### config.mk
export PLATFORM = sky130hd
export DESIGN_NAME = velocity_filter_scheduler
export DESIGN_NICKNAME = d
export VERILOG_FILES = /design/src/rtl/velocity_filter_scheduler.sv
export SDC_FILE = /design/constraint.sdc
export NUM_CORES = 1
export LEC_CHECK = 0
export ABC_AREA = 1
export BUFFER_PORTS_ARGS = -buffer_cell sky130_fd_sc_hd__buf_2
export CORE_MARGIN = 4
export CORE_UTILIZATION = 46
export CTS_CLUSTER_SIZE = 12
export DETAILED_ROUTE_END_ITERATION = 10
export GPL_TIMING_DRIVEN = 1
export PLACE_DENSITY = 0.79
export SYNTH_ARGS = -nofsm -noshare
export SYNTH_HDL_FRONTEND = slang
export SYNTH_SLANG_ARGS = --single-unit
### constraint.sdc
create_clock -name clk_i -period 2.46 [get_ports clk_i]
set_clock_uncertainty 0.05 [all_clocks]
set_input_delay 0.123 -clock clk_i [delete_from_list [all_inputs] [get_ports clk_i]]
set_output_delay 0.123 -clock clk_i [all_outputs]
set_load 0.02 [all_outputs]
### src/rtl/velocity_filter_scheduler.sv
// velocity_filter_scheduler
//   Round-robin scheduler that shares one noise-filter engine between NUM_REQ
//   requesting channels. A granted channel gets a one-cycle engine start. The
//   engine result is captured when eng_valid_i arrives, and the owning channel
//   then receives a one-cycle done pulse.
//
//   Build option: define NF_WATCHDOG_EN to enable the WAIT-state watchdog. When
//   it is enabled, a silent engine is abandoned after TIMEOUT_CYCLES. The
//   transaction then completes with result_out_o = 0 and result_err_o = 1, and
//   err_count_o increments (saturating at 255). When the macro is undefined,
//   WAIT lasts until the engine answers, and result_err_o and err_count_o are
//   tied to 0.
//
// Ports
//   clk_i         clock, rising edge
//   reset_i       asynchronous active-high reset
//   req_i         per-channel request, held until the matching done bit
//   grant_o       one-hot owner of the engine (zero when idle)
//   eng_start_o   one-cycle engine start pulse
//   eng_chan_o    index of the granted channel
//   eng_busy_i    engine busy flag (informational, never gates the FSM)
//   eng_valid_i   engine result-valid pulse
//   eng_result_i  eight packed 8-bit peak bins
//   done_o        one-cycle completion pulse to the owning channel
//   result_out_o  last captured result
//   result_err_o  high with done_o when the transaction timed out
//   err_count_o   saturating timeout count
module velocity_filter_scheduler #(
   parameter int unsigned NUM_REQ        = 4,
   parameter int unsigned TIMEOUT_CYCLES = 64
) (
   input  logic               clk_i,
   input  logic               reset_i,
   input  logic [NUM_REQ-1:0] req_i,
   output logic [NUM_REQ-1:0] grant_o,
   output logic               eng_start_o,
   output logic [1:0]         eng_chan_o,
   input  logic               eng_busy_i,
   input  logic               eng_valid_i,
   input  logic [63:0]        eng_result_i,
   output logic [NUM_REQ-1:0] done_o,
   output logic [63:0]        result_out_o,
   output logic               result_err_o,
   output logic [7:0]         err_count_o
);

   localparam int unsigned IdxW = (NUM_REQ > 1) ? $clog2(NUM_REQ) : 1;

   typedef enum logic [1:0] {StIdle, StStart, StWait, StDeliver} state_e;

   state_e              state_q, state_d;
   logic [NUM_REQ-1:0]  grant_q, grant_d;
   logic [IdxW-1:0]     chan_q, chan_d;
   logic [IdxW-1:0]     last_q, last_d;
   logic [63:0]         result_q, result_d;

   logic                pick_vld;
   logic [IdxW-1:0]     pick_idx;

   // The busy flag is observed only; it never affects a transition.
   logic                unused_busy;
   assign unused_busy = eng_busy_i;

`ifdef NF_WATCHDOG_EN
   localparam int unsigned WdW = $clog2(TIMEOUT_CYCLES + 1);

   logic [WdW-1:0]      wd_cnt_q;
   logic                err_q;
   logic [7:0]          err_cnt_q;
   logic                wd_fire;

   // An engine answer on the final WAIT cycle wins over the timeout.
   assign wd_fire = (state_q == StWait) && !eng_valid_i &&
                    (wd_cnt_q == WdW'(TIMEOUT_CYCLES - 1));
`endif

   // Round-robin pick: search upward from last_q+1 with wrap.
   always_comb begin
      int unsigned idx;
      idx      = 0;
      pick_vld = 1'b0;
      pick_idx = '0;
      for (int unsigned off = 1; off <= NUM_REQ; off++) begin
         idx = (32'(last_q) + off) % NUM_REQ;
         if (!pick_vld && req_i[idx[IdxW-1:0]]) begin
            pick_vld = 1'b1;
            pick_idx = idx[IdxW-1:0];
         end
      end
   end

   // Next-state and outputs.
   always_comb begin
      state_d     = state_q;
      grant_d     = grant_q;
      chan_d      = chan_q;
      last_d      = last_q;
      result_d    = result_q;
      eng_start_o = 1'b0;
      done_o      = '0;

      unique case (state_q)
         StIdle: begin
            if (pick_vld) begin
               grant_d           = '0;
               grant_d[pick_idx] = 1'b1;
               chan_d            = pick_idx;
               state_d           = StStart;
            end
         end
         StStart: begin
            eng_start_o = 1'b1;
            state_d     = StWait;
         end
         StWait: begin
            if (eng_valid_i) begin
               result_d = eng_result_i;
               state_d  = StDeliver;
            end
`ifdef NF_WATCHDOG_EN
            else if (wd_fire) begin
               result_d = '0;
               state_d  = StDeliver;
            end
`endif
         end
         StDeliver: begin
            done_o  = grant_q;
            last_d  = chan_q;
            grant_d = '0;
            state_d = StIdle;
         end
         default: begin
            state_d = StIdle;
            grant_d = '0;
         end
      endcase
   end

   always_ff @(posedge clk_i or posedge reset_i) begin
      if (reset_i) begin
         state_q  <= StIdle;
         grant_q  <= '0;
         chan_q   <= '0;
         last_q   <= IdxW'(NUM_REQ - 1);
         result_q <= '0;
      end else begin
         state_q  <= state_d;
         grant_q  <= grant_d;
         chan_q   <= chan_d;
         last_q   <= last_d;
         result_q <= result_d;
      end
   end

`ifdef NF_WATCHDOG_EN
   always_ff @(posedge clk_i or posedge reset_i) begin
      if (reset_i) begin
         wd_cnt_q  <= '0;
         err_q     <= 1'b0;
         err_cnt_q <= '0;
      end else begin
         // Counter restarts from 0 on every entry to WAIT.
         if (state_q == StWait) begin
            wd_cnt_q <= wd_cnt_q + 1'b1;
         end else begin
            wd_cnt_q <= '0;
         end
         if (state_q == StWait && eng_valid_i) begin
            err_q <= 1'b0;
         end else if (wd_fire) begin
            err_q <= 1'b1;
            if (err_cnt_q != 8'hFF) begin
               err_cnt_q <= err_cnt_q + 8'd1;
            end
         end
      end
   end

   assign result_err_o = (state_q == StDeliver) & err_q;
   assign err_count_o  = err_cnt_q;
`else
   assign result_err_o = 1'b0;
   assign err_count_o  = 8'd0;
`endif

   assign grant_o      = grant_q;
   assign eng_chan_o   = 2'(chan_q);
   assign result_out_o = result_q;

endmodule
# ---- Yosys cells after proc, flatten, opt, wreduce, memory -nomap -nowiden
# Index checks and enable logic that the tools add are counted.
dict set report word_totals {
  wordCells 58
  ff_bits 74
  output_inout_bits 84
}
dict set report classes {
  n_mux 25
  addsub 4
  order_cmp 6
  eq_ne 5
  reduce_logical 13
}
# operator count
set op_table {}
lappend op_table {{2-bit by 3-bit less-than comparator with 1-bit output (second input constant)} 5}
lappend op_table {{2-bit two-way mux} 6}
lappend op_table {{1-bit two-way mux} 10}
lappend op_table {{1-bit binary-select mux with 2-bit select} 4}
lappend op_table {{4-bit two-way mux} 2}
lappend op_table {{2-bit case mux with 4 select lines} 1}
lappend op_table {{4-bit case mux with 2 select lines} 1}
lappend op_table {{2-bit AND reduction} 4}
lappend op_table {{2-bit by 1-bit adder with 2-bit output (second input constant)} 2}
lappend op_table {{2-bit adder (second input constant)} 2}
lappend op_table {{2-bit equality test (second input constant)} 2}
lappend op_table {{1-bit logical AND} 4}
lappend op_table {{2-bit != test (second input constant)} 2}
lappend op_table {{1-bit zero test} 3}
lappend op_table {{1-bit demux with 2-bit select} 1}
lappend op_table {{2-bit by 1-bit equality test with 1-bit output (second input constant)} 1}
lappend op_table {{2-bit by 1-bit greater-or-equal comparator with 1-bit output (second input constant)} 1}
lappend op_table {{2-bit zero test} 1}
lappend op_table {{2-bit nonzero test} 1}

# ---- Longest topological paths before layout
dict set report logic_depth {
  word_depth 19
  mapped_depth 13
}

# ---- Worst setup path after synthesis
# OpenSTA, ideal clock, no wires.
dict set report synth_timing {
  path_type {reg2reg}
  start {reg state_q[0]}
  end {reg result_q[0] (netlist: result_out_o[0])}
  slack_ns 0.844
  path_stages_with_launch 6
  path_buffers 1
  setup_ns 0.125
  t_arrival_ns 1.442
  path_cell_list {dfrtp_1 -> inv_1 -> ha_1 -> nand2_1 -> buf_2 -> mux2_2}
}
dict set report synth_between {
  elab_chain_cells 2
}
# element line_no
set synth_rtl {}
lappend synth_rtl {{from (decl)} 51} ;# state_e state_q, state_d;
lappend synth_rtl {{from (signal assigned)} 142} ;# state_q <= StIdle;
lappend synth_rtl {{from (signal assigned)} 148} ;# state_q <= state_d;
lappend synth_rtl {{2-bit equality test} 102} ;# unique case (state_q)
lappend synth_rtl {{2-bit AND reduction (no line)} -}
lappend synth_rtl {{to (signal assigned)} 152} ;# result_q <= result_d;
lappend synth_rtl {{to (decl)} 55} ;# logic [63:0] result_q, result_d;
# No other way between the ends.
# A chain may end at the register's enable or synchronous reset.

# ---- Final worst setup path
dict set report layout_timing {
  start {reg last_q[0]}
  end {reg grant_q[0] (netlist: grant_o[0])}
}
dict set report layout_between {
  elab_chain_cells 19
  word_cells_on_any_way 35
}
# element line_no
set layout_rtl {}
lappend layout_rtl {{from (decl)} 54} ;# logic [IdxW-1:0] last_q, last_d;
lappend layout_rtl {{from (signal assigned)} 145} ;# last_q <= IdxW'(NUM_REQ - 1);
lappend layout_rtl {{from (signal assigned)} 151} ;# last_q <= last_d;
lappend layout_rtl {{2-bit by 1-bit adder with 2-bit output} 84} ;# idx = (32'(last_q) + off) % NUM_REQ;
lappend layout_rtl {{1-bit binary-select mux with 2-bit select} 85} ;# if (!pick_vld && req_i[idx[IdxW-1:0]]) begin
lappend layout_rtl {{1-bit two-way mux (implied by the code)} 85}
lappend layout_rtl {{1-bit two-way mux} 85}
lappend layout_rtl {{1-bit zero test} 85}
lappend layout_rtl {{1-bit logical AND} 85}
lappend layout_rtl {{1-bit two-way mux} 85}
lappend layout_rtl {{1-bit zero test} 85}
lappend layout_rtl {{[... 3 more ...]} -}
lappend layout_rtl {{1-bit logical AND} 85}
lappend layout_rtl {{2-bit two-way mux} 85}
lappend layout_rtl {{2-bit by 3-bit less-than comparator with 1-bit output (implied by the code) / 2-bit by 1-bit greater-or-equal comparator with 1-bit output (equally long branches)} 106} ;# grant_d[pick_idx] = 1'b1;
lappend layout_rtl {{1-bit logical AND (implied by the code)} 106}
lappend layout_rtl {{1-bit two-way mux (implied by the code)} 106}
lappend layout_rtl {{1-bit demux with 2-bit select} 106}
lappend layout_rtl {{4-bit two-way mux} 104} ;# if (pick_vld) begin
lappend layout_rtl {{4-bit case mux with 2 select lines} 102}
lappend layout_rtl {{to (signal assigned)} 149} ;# grant_q <= grant_d;
lappend layout_rtl {{to (decl)} 52} ;# logic [NUM_REQ-1:0] grant_q, grant_d;
# Several ways; a longest one is shown, not always the timed one. The select of a mux whose other input is x is not followed.

==> results_dict.tcl <==
set metrics [dict create \
    outcome "complete, no violations" \
    place_congestion 0.8845 \
    crit_top_cell "nand2_2" \
    finalHoldViolations 0 \
    drive_gt1_frac 0.4950 \
    routed_wirelength_mm 9.590 \
    dp_cells 516 \
    clk_latency_ps 340 \
    hold_depth 5 \
    r2r_end "grant_o[0]$_DFFE_PP0P_" \
    grt_max_degree 55 \
    rsz0062_at_grt "false" \
    cts-resized-gates 0 \
    synth_top_area_cell "dfrtp_1" \
    grt_pass1_vias 3163 \
    vias 2848 \
    drv_slew 0 \
    die_w_um 92.74 \
    ys_ff_latch 74 \
    path_cells "inv_2 > nand2_1 > nand2_2 > nand2_2 > nand2_2 > nor2_4 > nand2_2 > a21oi_1 > nor2_1 > nand2_1 > nand2_1" \
    r2r_setup_slack_ps 550 \
    final-instance-count-excl-fill 597 \
    arrival_ps 2090 \
    period_minus_slack_ps 1911 \
    slew_headroom 0.5685 \
    viasPerCell 4.771 \
    worst_pin_slew_ps 646.3 \
    globalRouteTotalUtil 0.2324 \
    clkSinkCount 74 \
    cts.path.max_buffers 2 \
    cp-end-kind "flop" \
    syn-instance-count 283 \
    ir_drop_mv 0.8966 \
    yosysUniqueCellTypes 25 \
    avgSynthCellArea_um2 11.67 \
    crit_type "flop to flop" \
    crit_slowest_cell "dfstp_2" \
    routedWlPerCell_um 16.06 \
    cts_tree "done" \
    netlist.area_leader.share 0.5455 \
    min_path_type "input port to flop" \
    worst_setup_path_start_kind "flop" \
    total_leakage_power_nw 2.556 \
    clk_pin_slew_ps 70 \
    io_pins 156 \
    drt-initial-drc-count 73 \
    min_from "eng_valid_i" \
    path_max_fanout 12 \
    cts_root_buffer "clkbuf_8" \
    grt_overflow 0 \
    synth_area_mm2 0.003303 \
    die_h_um 92.74 \
    numCtsBuffers 9 \
    worst_r2r_path_depth 11 \
    grt_pass1_wl_mm 15.45 \
    firstDrtPassIters 4 \
    htreeDepth 3 \
    diodes 0 \
    synth.top_cells.by_area "dfrtp_1 55%, mux2_2 22%, nand2_1 6.4%" \
    cap_violations 0 \
    fillers 476 \
    core_area_mm2 0.006869 \
    route.detailed.drc 0 \
    place.port_buffers 145 \
    synthFlopType "dfrtp_1" \
    crit_required_ps 2640 \
    ys_seq_area_frac 0.5614 \
    start_util 0.4809 \
    finalCritPeriodShare 0.7770 \
    core.rowCount 30 \
    antenna_found_initial 0 \
    hold_end "state_q[1]$_DFFE_PP0P_" \
    hpwlAfterDp_mm 5.870 \
    fmax_mhz 523.2 \
    utilization 0.7200 \
    area_growth_pct 49.73 \
    powerDensity_mw_per_mm2 1283 \
    finalSetupViolations 0 \
    slowest_delay_ps 680 \
    setup_slack_ps 548.7 \
    place_ws_ps 566.9 \
    rr_startpoint "last_q[0]$_DFFE_PP1P_" \
    setup_tns_ps 0 \
    yosys_warnings 0 \
    ant_nets 0 \
    synth-edff-count 0 \
    ys_async_sr_fraction 1.000 \
    die_area_mm2 0.008601 \
    nets 573 \
]
==> worst max-delay path by stage <==
stage                           startpoint                      endpoint  slack [ps]  depth (start not counted)
floorplan                          reset_i     eng_chan_o[0]$_DFFE_PP0P_         410                          1
global placement    state_q[0]$_DFFE_PP0P_   result_out_o[7]$_DFFE_PP0P_         620                          5
detailed placement  state_q[0]$_DFFE_PP0P_  result_out_o[39]$_DFFE_PP0P_         570                          5
CTS                 state_q[0]$_DFFE_PP0P_  result_out_o[57]$_DFFE_PP0P_         550                          5
global route         last_q[0]$_DFFE_PP1P_        grant_o[0]$_DFFE_PP0P_         360                         11
finish               last_q[0]$_DFFE_PP1P_        grant_o[0]$_DFFE_PP0P_         550                         11
==> metrics by stage <==
step                      cell area, µm²  total power, W  hold WS (ps)
final                               4946        0.006347         134.9
after global routing                4946        0.006742         179.9
after CTS                           4946        0.006271         112.6
after detailed placement            4101        0.005247         210.3
after global placement              4101        0.005115         200.7
after floorplan                     3333        0.004284         223.6
==> cell usage in the layout, fill, tap and decap left out, drive strengths merged <==
cell type / count
nand3: 11
or2: 1
dfstp: 2
dlygate4sd3: 65
clkinv: 1
dfrtp: 72
nand3b: 1
nand4: 3
o21ai: 5
ha: 5
clkinvlp: 3
buf: 147
bufinv: 1
conb: 9
mux2: 64
inv: 22
nand2: 66
clkbuf: 10
a21oi: 2
nor2: 11
==> critical path, delay by kind of cell, from the launching register on <==
| family | cells | cell delay, ps |
|---|---|---|
| AND/OR/NAND/NOR | 9 | 770 |
| flip-flops | 1 | 680 |
| buffers and inverters | 1 | 160 |
| AO/OA/AOI/OAI | 1 | 140 |
==> what timing repair did <==
action	in CTS	in global routing
hold buffers	65	0
setup buffers	0	0
endpoints found under the hold margin	91	0
==> layout make-up <==
class,count,area (µm²),area share
inverters,21,78.83,0.01594
flip-flops and latches,74,1854,0.3749
clock buffers,10,127.6,0.02580
multi-input cells,178,1282,0.2593
well taps,96,120.1,0.02429
repair buffers,212,1416,0.2864
clock inverters,6,66.31,0.01341
==> per-layer routing <==
metal,GRT usage,share of wire
met4,0.07692,0.021
met2,0.4103,0.51
met1,0.2622,0.39
met5,0,0
met3,0.08042,0.082
==> state kept, by name, indices dropped and copies added (netlist names) <==
name          flops
state_q           2
last_q            2
grant_o           4
result_out_o     64
eng_chan_o        2
==> report_power, final <==
part           leakage (nW)  total (W)  switching (W)  internal [W]
logic                  1.59    0.00320        0.00191       0.00129
registers             0.879    0.00221       0.000375       0.00184
clock network        0.0889   0.000933       0.000462      0.000470
==> cell usage after synthesis, types with 2 or more instances <==
master,count
buf_2,6
buf_4,10
dfrtp_1,72
dfstp_2,2
ha_1,5
inv_1,18
inv_2,3
mux2_2,64
nand2_1,56
nand2_2,9
nand3_1,9
nand3_2,2
nand4_1,3
nor2_1,10
o21ai_0,4
==> cell families after synthesis <==
logic type,Yosys count,synth area share
multiplexers,64,0.2182
buffers and inverters,39,0.06022
adder cells (fa/ha/maj),5,0.01894
AND/OR/NAND/NOR,93,0.1284
flip-flops,74,0.5614
other,1,0.001135
AO/OA/AOI/OAI,7,0.01174
Power figures use the tool's default switching activity.
